### config.mk
export PLATFORM = sky130hd
export DESIGN_NAME = fetch_prefetch
export DESIGN_NICKNAME = d
export VERILOG_FILES = /design/src/rtl/fetch_prefetch_pkg.sv /design/src/rtl/fetch_prefetch_inst_fifo.sv /design/src/rtl/fetch_prefetch.sv
export SDC_FILE = /design/constraint.sdc
export NUM_CORES = 1
export LEC_CHECK = 0
export ABC_AREA = 1
export CAP_MARGIN = 20
export CORE_MARGIN = 8
export CORE_UTILIZATION = 52
export CTS_BUF_LIST = sky130_fd_sc_hd__clkbuf_8
export DETAILED_ROUTE_END_ITERATION = 6
export GPL_TIMING_DRIVEN = 1
export PLACE_DENSITY_LB_ADDON = 0.12
export SYNTH_ARGS = -nofsm -noshare
export SYNTH_HDL_FRONTEND = slang
export SYNTH_SLANG_ARGS = --single-unit
### constraint.sdc
create_clock -name clk -period 4.9 [get_ports clk]
set_clock_uncertainty 0.1 [all_clocks]
set_input_delay 0.735 -clock clk [delete_from_list [all_inputs] [get_ports clk]]
set_output_delay 0.735 -clock clk [all_outputs]
set_load 0.02 [all_outputs]
### src/rtl/fetch_prefetch_pkg.sv
// Shared types and constants for the prefetching fetch unit.
package fetch_prefetch_pkg;

    localparam logic [31:0] RESET_VECTOR_DEFAULT = 32'h8000_0000;

    // One buffered instruction together with the PC it was fetched from.
    typedef struct packed {
        logic [31:0] pc;
        logic [31:0] inst;
    } fetch_entry_t;

    // Instruction addresses are word aligned; the low two bits are dropped.
    function automatic logic [31:0] align_pc(input logic [31:0] pc);
        return pc & 32'hFFFF_FFFC;
    endfunction

endpackage

### src/rtl/fetch_prefetch_inst_fifo.sv
// Synchronous FIFO of fetched instructions with a single-cycle flush.
// Pointers carry one extra wrap bit so full and empty are distinguishable.
module fetch_prefetch_inst_fifo
    import fetch_prefetch_pkg::*;
#(
    parameter  int DEPTH = 4,
    localparam int CNT_W = $clog2(DEPTH + 1)
) (
    input  logic             clk,
    input  logic             rst,
    input  logic             flush_i,
    input  logic             push_i,
    input  fetch_entry_t     push_data_i,
    input  logic             pop_i,
    output fetch_entry_t     head_o,
    output logic             full_o,
    output logic             empty_o,
    output logic [CNT_W-1:0] occupancy_o
);

    localparam int AW = $clog2(DEPTH);

    fetch_entry_t     mem_q [DEPTH];
    logic [CNT_W-1:0] wr_ptr_q, wr_ptr_d;
    logic [CNT_W-1:0] rd_ptr_q, rd_ptr_d;
    logic             do_push;
    logic             do_pop;

    assign occupancy_o = wr_ptr_q - rd_ptr_q;
    assign full_o      = (occupancy_o == CNT_W'(DEPTH));
    assign empty_o     = (wr_ptr_q == rd_ptr_q);
    assign head_o      = mem_q[rd_ptr_q[AW-1:0]];
    assign do_push     = push_i & ~full_o & ~flush_i;
    assign do_pop      = pop_i & ~empty_o & ~flush_i;

    // Pointer next-state: flush empties the queue, otherwise advance on push/pop.
    always_comb begin
        // NOTE: every variable gets a default first so no path leaves it unassigned, which would infer a latch.
        wr_ptr_d = wr_ptr_q;
        rd_ptr_d = rd_ptr_q;
        if (flush_i) begin
            wr_ptr_d = '0;
            rd_ptr_d = '0;
        end else begin
            if (do_push) wr_ptr_d = wr_ptr_q + 1'b1;
            if (do_pop)  rd_ptr_d = rd_ptr_q + 1'b1;
        end
    end

    // Pointer registers with synchronous active-low reset.
    always_ff @(posedge clk) begin
        // NOTE: sequential state uses non-blocking assignments so every register samples pre-edge values.
        if (!rst) begin
            wr_ptr_q <= '0;
            rd_ptr_q <= '0;
        end else begin
            wr_ptr_q <= wr_ptr_d;
            rd_ptr_q <= rd_ptr_d;
        end
    end

    // Entry storage written at the tail.
    always_ff @(posedge clk) begin
        // NOTE: storage is not reset; the pointers alone decide which entries are valid.
        if (do_push) mem_q[wr_ptr_q[AW-1:0]] <= push_data_i;
    end

endmodule

### src/rtl/fetch_prefetch.sv
// Fetch unit: issues in-order i_mem requests under a credit limit, buffers
// responses with their PCs, and drops responses made stale by a redirect.
module fetch_prefetch
    import fetch_prefetch_pkg::*;
#(
    parameter  logic [31:0] RESET_VECTOR = RESET_VECTOR_DEFAULT,
    parameter  int          DEPTH        = 4,
    localparam int          CNT_W        = $clog2(DEPTH + 1)
) (
    input  logic        clk,
    input  logic        rst,
    input  logic        redirect,
    input  logic [31:0] redirect_pc,
    output logic        imem_req_valid,
    input  logic        imem_req_ready,
    output logic [31:0] imem_req_addr,
    input  logic        imem_rsp_valid,
    input  logic [31:0] imem_rsp_data,
    output logic        inst_valid,
    input  logic        inst_ready,
    output logic [31:0] inst,
    output logic [31:0] inst_pc
);

    localparam int CREDIT_W = CNT_W + 1;

    logic [31:0]      fetch_pc_q, fetch_pc_d;
    logic [31:0]      resp_pc_q, resp_pc_d;
    logic [CNT_W-1:0] outstanding_q, outstanding_d;
    logic [CNT_W-1:0] discard_q, discard_d;

    logic [CNT_W-1:0]    occupancy;
    logic [CREDIT_W-1:0] credit_used;
    logic                fifo_full;
    logic                fifo_empty;
    fetch_entry_t        head;
    fetch_entry_t        push_entry;
    logic [31:0]         redirect_tgt;
    logic                req_fire;
    logic                drop_rsp;
    logic                push;
    logic                pop;

    // Buffered plus in-flight fetches may never exceed the buffer size, so
    // every response is guaranteed a free slot when it arrives.
    assign credit_used    = {1'b0, occupancy} + {1'b0, outstanding_q};
    assign imem_req_valid = rst & ~redirect & (credit_used < CREDIT_W'(DEPTH));
    assign imem_req_addr  = fetch_pc_q;
    assign req_fire       = imem_req_valid & imem_req_ready;

    assign redirect_tgt = align_pc(redirect_pc);
    assign drop_rsp     = imem_rsp_valid & (discard_q != '0);
    assign push         = imem_rsp_valid & ~drop_rsp & ~redirect;
    assign push_entry   = '{pc: resp_pc_q, inst: imem_rsp_data};

    assign inst_valid = ~fifo_empty & ~redirect;
    assign pop        = inst_valid & inst_ready;
    assign inst       = head.inst;
    assign inst_pc    = head.pc;

    fetch_prefetch_inst_fifo #(
        .DEPTH (DEPTH)
    ) u_fifo (
        .clk         (clk),
        .rst         (rst),
        .flush_i     (redirect),
        .push_i      (push),
        .push_data_i (push_entry),
        .pop_i       (pop),
        .head_o      (head),
        .full_o      (fifo_full),
        .empty_o     (fifo_empty),
        .occupancy_o (occupancy)
    );

    // PC and counter next-state; a redirect retargets both PCs and marks every
    // request still in flight after this cycle for discard.
    always_comb begin
        fetch_pc_d    = fetch_pc_q;
        resp_pc_d     = resp_pc_q;
        outstanding_d = outstanding_q + CNT_W'(req_fire) - CNT_W'(imem_rsp_valid);
        discard_d     = discard_q;
        if (redirect) begin
            fetch_pc_d = redirect_tgt;
            resp_pc_d  = redirect_tgt;
            discard_d  = outstanding_q - CNT_W'(imem_rsp_valid);
        end else begin
            if (req_fire) fetch_pc_d = fetch_pc_q + 32'd4;
            if (push)     resp_pc_d  = resp_pc_q + 32'd4;
            if (drop_rsp) discard_d  = discard_q - 1'b1;
        end
    end

    // State registers; reset overrides redirect and responses.
    always_ff @(posedge clk) begin
        if (!rst) begin
            fetch_pc_q    <= RESET_VECTOR;
            resp_pc_q     <= RESET_VECTOR;
            outstanding_q <= '0;
            discard_q     <= '0;
        end else begin
            fetch_pc_q    <= fetch_pc_d;
            resp_pc_q     <= resp_pc_d;
            outstanding_q <= outstanding_d;
            discard_q     <= discard_d;
        end
    end

    // Counter sanity: i_mem only answers real requests, and the credit rule bounds everything.
    a_no_orphan_rsp : assert property (@(posedge clk) disable iff (!rst)
        imem_rsp_valid |-> (outstanding_q != '0));
    a_occ_bound : assert property (@(posedge clk) disable iff (!rst)
        occupancy <= CNT_W'(DEPTH));
    a_out_bound : assert property (@(posedge clk) disable iff (!rst)
        outstanding_q <= CNT_W'(DEPTH));
    a_no_overflow : assert property (@(posedge clk) disable iff (!rst)
        push |-> !fifo_full);

endmodule

==> run metrics <==
status finished, final reports clean; Die Span Y 180.5 um; post_cts resized 0; worst slew pin tran 807.5 ps; period utilization 78.58%; DIE AREA ~33000 um^2; Synth warnings 0; routability cong. 0.9070; clock sinks 322; crit path launch type register; GRT Total Usage 20.70%; Netlist Area Pre-Place 14070 um^2; CTS HTree Levels 2; CP max FO 5; max cap viols 0; vias in the first global route roughly 11000; Clock Power Share 35.2%; Vias 10640; pre-CTS WS 998.6 ps; number of setup buffers added after CTS 0; FFs w/ async S/R, synth 0%; leakage power between 0.006 and 0.007 uW; syn_area_per_cell approximately 9.9 um^2; switching portion of total power 25.12%; Core Rows 60; flops & latches, synth 322; Root Buffer clkbuf_8; Post-synth top flop edfxtp_1; f_max roughly 0.26 GHz; Final min period approximately 3900 ps; Final Worst Setup Slack 1050 ps; global-route wire length before repair between 50000 and 60000 um; iteration-0 DRC count of the detailed router approximately 690; Cell variety after synth 35; Max-slew headroom a little under half; Setup TNS Final 0 ps; Die Wd 180.5 um; dpl cell area 16100 um^2; Diodes inserted 0; Synth Instances 1421; Detail Route Antenna Nets 0; first-pass iteration count of the detailed router 5; Worst EP required 4070 ps; WHS around 430 ps; slowest cell delay on critical path 630 ps; Comb power frac 10.4%; GRT overflow 0; synth top area cells edfxtp_1, dfxtp_1, nand2_1; CTS tree yes; DP Wirelength 22080 um; count leader, synth nand2_1; slowest CP cell clkdlybuf4s50_1; DRC errors left 0; Clock Tree Buf Depth 3; Net Sw Power about 1400 uW; Power Density between 300 and 400 nW/um^2; sequential area share after synthesis 63.45%; Final Hold Fails 0; Via density 5.400; CP endpoint kind output port; post-synth top area share between 50 and 60%; Port Buffers 161; DRT Wirelength 34460 um; CTS clk-pin slew, worst paths about 60 ps; largest net degree at the start of global routing 117; top cells by count, synth nand2_1, edfxtp_1, nor2_1; endpoints failing setup 0; Worst Path Arrival 3020 ps; Area growth syn-to-layout 21.09%; Hold Buf Count CTS 0; Final Max Tran Viols 0; biggest area consumer among synthesized cells edfxtp_1; initial antenna violation count 0; Hold Crit Class register to register; Post-synth EDFFs 248; final core occ roughly 64%; design area 17040 um^2; Int Pwr 4303 uW; TritonCTS Buffers 52; Peak VDD IR between 0.2 and 0.25 mV; Wirelength per Cell 17.48 um; I/O pin cnt 168; crit path cell chain inv_1, ha_1, inv_1, fa_1, xor2_1, ha_1, nor2_1, nand2_1, nor2_4, clkdlybuf4s50_1; flop2flop setup slack 1320 ps; Clk Latency, worst-skew pair between 500 and 600 ps; CP Class register to output port; sequential share of power 54.4%; unrepaired setup endpoints after global routing false; Core Area 26800 um^2; layout cells sized above 1 6.258%; Nets roughly 1700; Initial Util 52.51%
==> stage by stage <==
| step | cells | total power, uW |
|---|---|---|
| after floorplan | 1424 | 3493 |
| after global placement | 1876 | 3769 |
| after detailed placement | 1876 | 3781 |
| after CTS | 1970 | 5807 |
| after global routing | 1971 | 5988 |
| final | 1971 | 5747 |
==> power by group through the flow <==
stage	combinational, uW	sequential (uW)	clock [uW]
after floorplan	315	3180	0
after global placement	589	3180	0
after detailed placement	599	3180	0
after CTS	603	3130	2080
after global routing	658	3140	2190
final	598	3130	2020
==> state kept, by name (all words and copies together), names as in the netlist, named ones only <==
| name | cells |
|---|---|
| outstanding_q | 3 |
| u_fifo.mem_q | 248 |
| discard_q | 3 |
| imem_req_addr | 30 |
| resp_pc_q | 30 |
| u_fifo.rd_ptr_q | 3 |
| u_fifo.wr_ptr_q | 3 |
==> cell families after synthesis <==
family                   share of synthesized area, %
AND/OR/NAND/NOR                                 16.83
flip-flops                                      63.45
AO/OA/AOI/OAI                                   11.49
buffers and inverters                           4.792
XOR/XNOR                                        1.618
adder cells (fa/ha/maj)                         1.796
other                                         0.02665
==> routing by layer <==
| layer | wire (um) | share of wire (%) | global-route usage [%] | vias up |
|---|---|---|---|---|
| met1 | 15050 | 44 | 26.07 | 4991 |
| met3 | 2253 | 6.5 | 4.617 | 66 |
| met2 | 16200 | 47 | 34.54 | 351 |
| met4 | 953 | 2.8 | 7.705 | 0 |
| li1 | - | - | - | 5235 |
| met5 | 0 | 0 | 0 | - |
==> final timing paths <==
check | from | end | depth (start not counted)
worst max-delay path | u_fifo.wr_ptr_q[0] | imem_req_valid | 10
worst min-delay path | u_fifo.wr_ptr_q[2] | u_fifo.wr_ptr_q[2] | 2
worst max register to register | u_fifo.wr_ptr_q[0] | outstanding_q[2] | 18
worst min register to register | u_fifo.wr_ptr_q[2] | u_fifo.wr_ptr_q[2] | 2
==> area by class of cell <==
cell class / count / area [um^2]
multi-input cells: 934 / 4511
repair buffers: 178 / 1872
clock buffers: 53 / 729.5
flip-flops and latches: 322 / 8934
well taps: 341 / 426.7
inverters: 102 / 384.1
clock inverters: 41 / 183.9
fillers: 2185 / 9761
==> cell usage in the layout (no fill, tap or decap), types with 2 or more instances in the layout <==
cell             netlist  layout
o22ai_1               62      62
nand4_1                6       6
or2_2                  2       2
nor2_4                 2       6
nand3b_1               8       8
clkdlybuf4s50_1        0     161
nand2_4                2       2
clkinv_2               0       9
xnor2_1                9       9
o211ai_1               3       3
o21bai_1               2       2
a21oi_1               55      55
clkinv_1               1      19
nand2_1              260     260
a31oi_1               13      13
xor2_1                17      17
clkbuf_8               0      53
fa_1                   2       2
nor2_1               235     231
inv_8                  0       2
inv_1                 98     109
dfxtp_1               74      72
ha_1                  17      17
edfxtp_1             248     248
nor3_1                 5       5
conb_1                 1       4
o21ai_0              165     165
buf_12                 0       9
buf_4                  6       7
nor2_2                 4       4
nand3_1               57      57
inv_2                  3       3
==> critical path: cells and delay by family (launching register included) <==
kind / cells / cell delay (ps)
flip-flops: 1 / 330
AND/OR/NAND/NOR: 3 / 300
adder cells (fa/ha/maj): 3 / 800
buffers and inverters: 3 / 800
XOR/XNOR: 1 / 220
No activity file was read; power rests on OpenSTA's default activity.
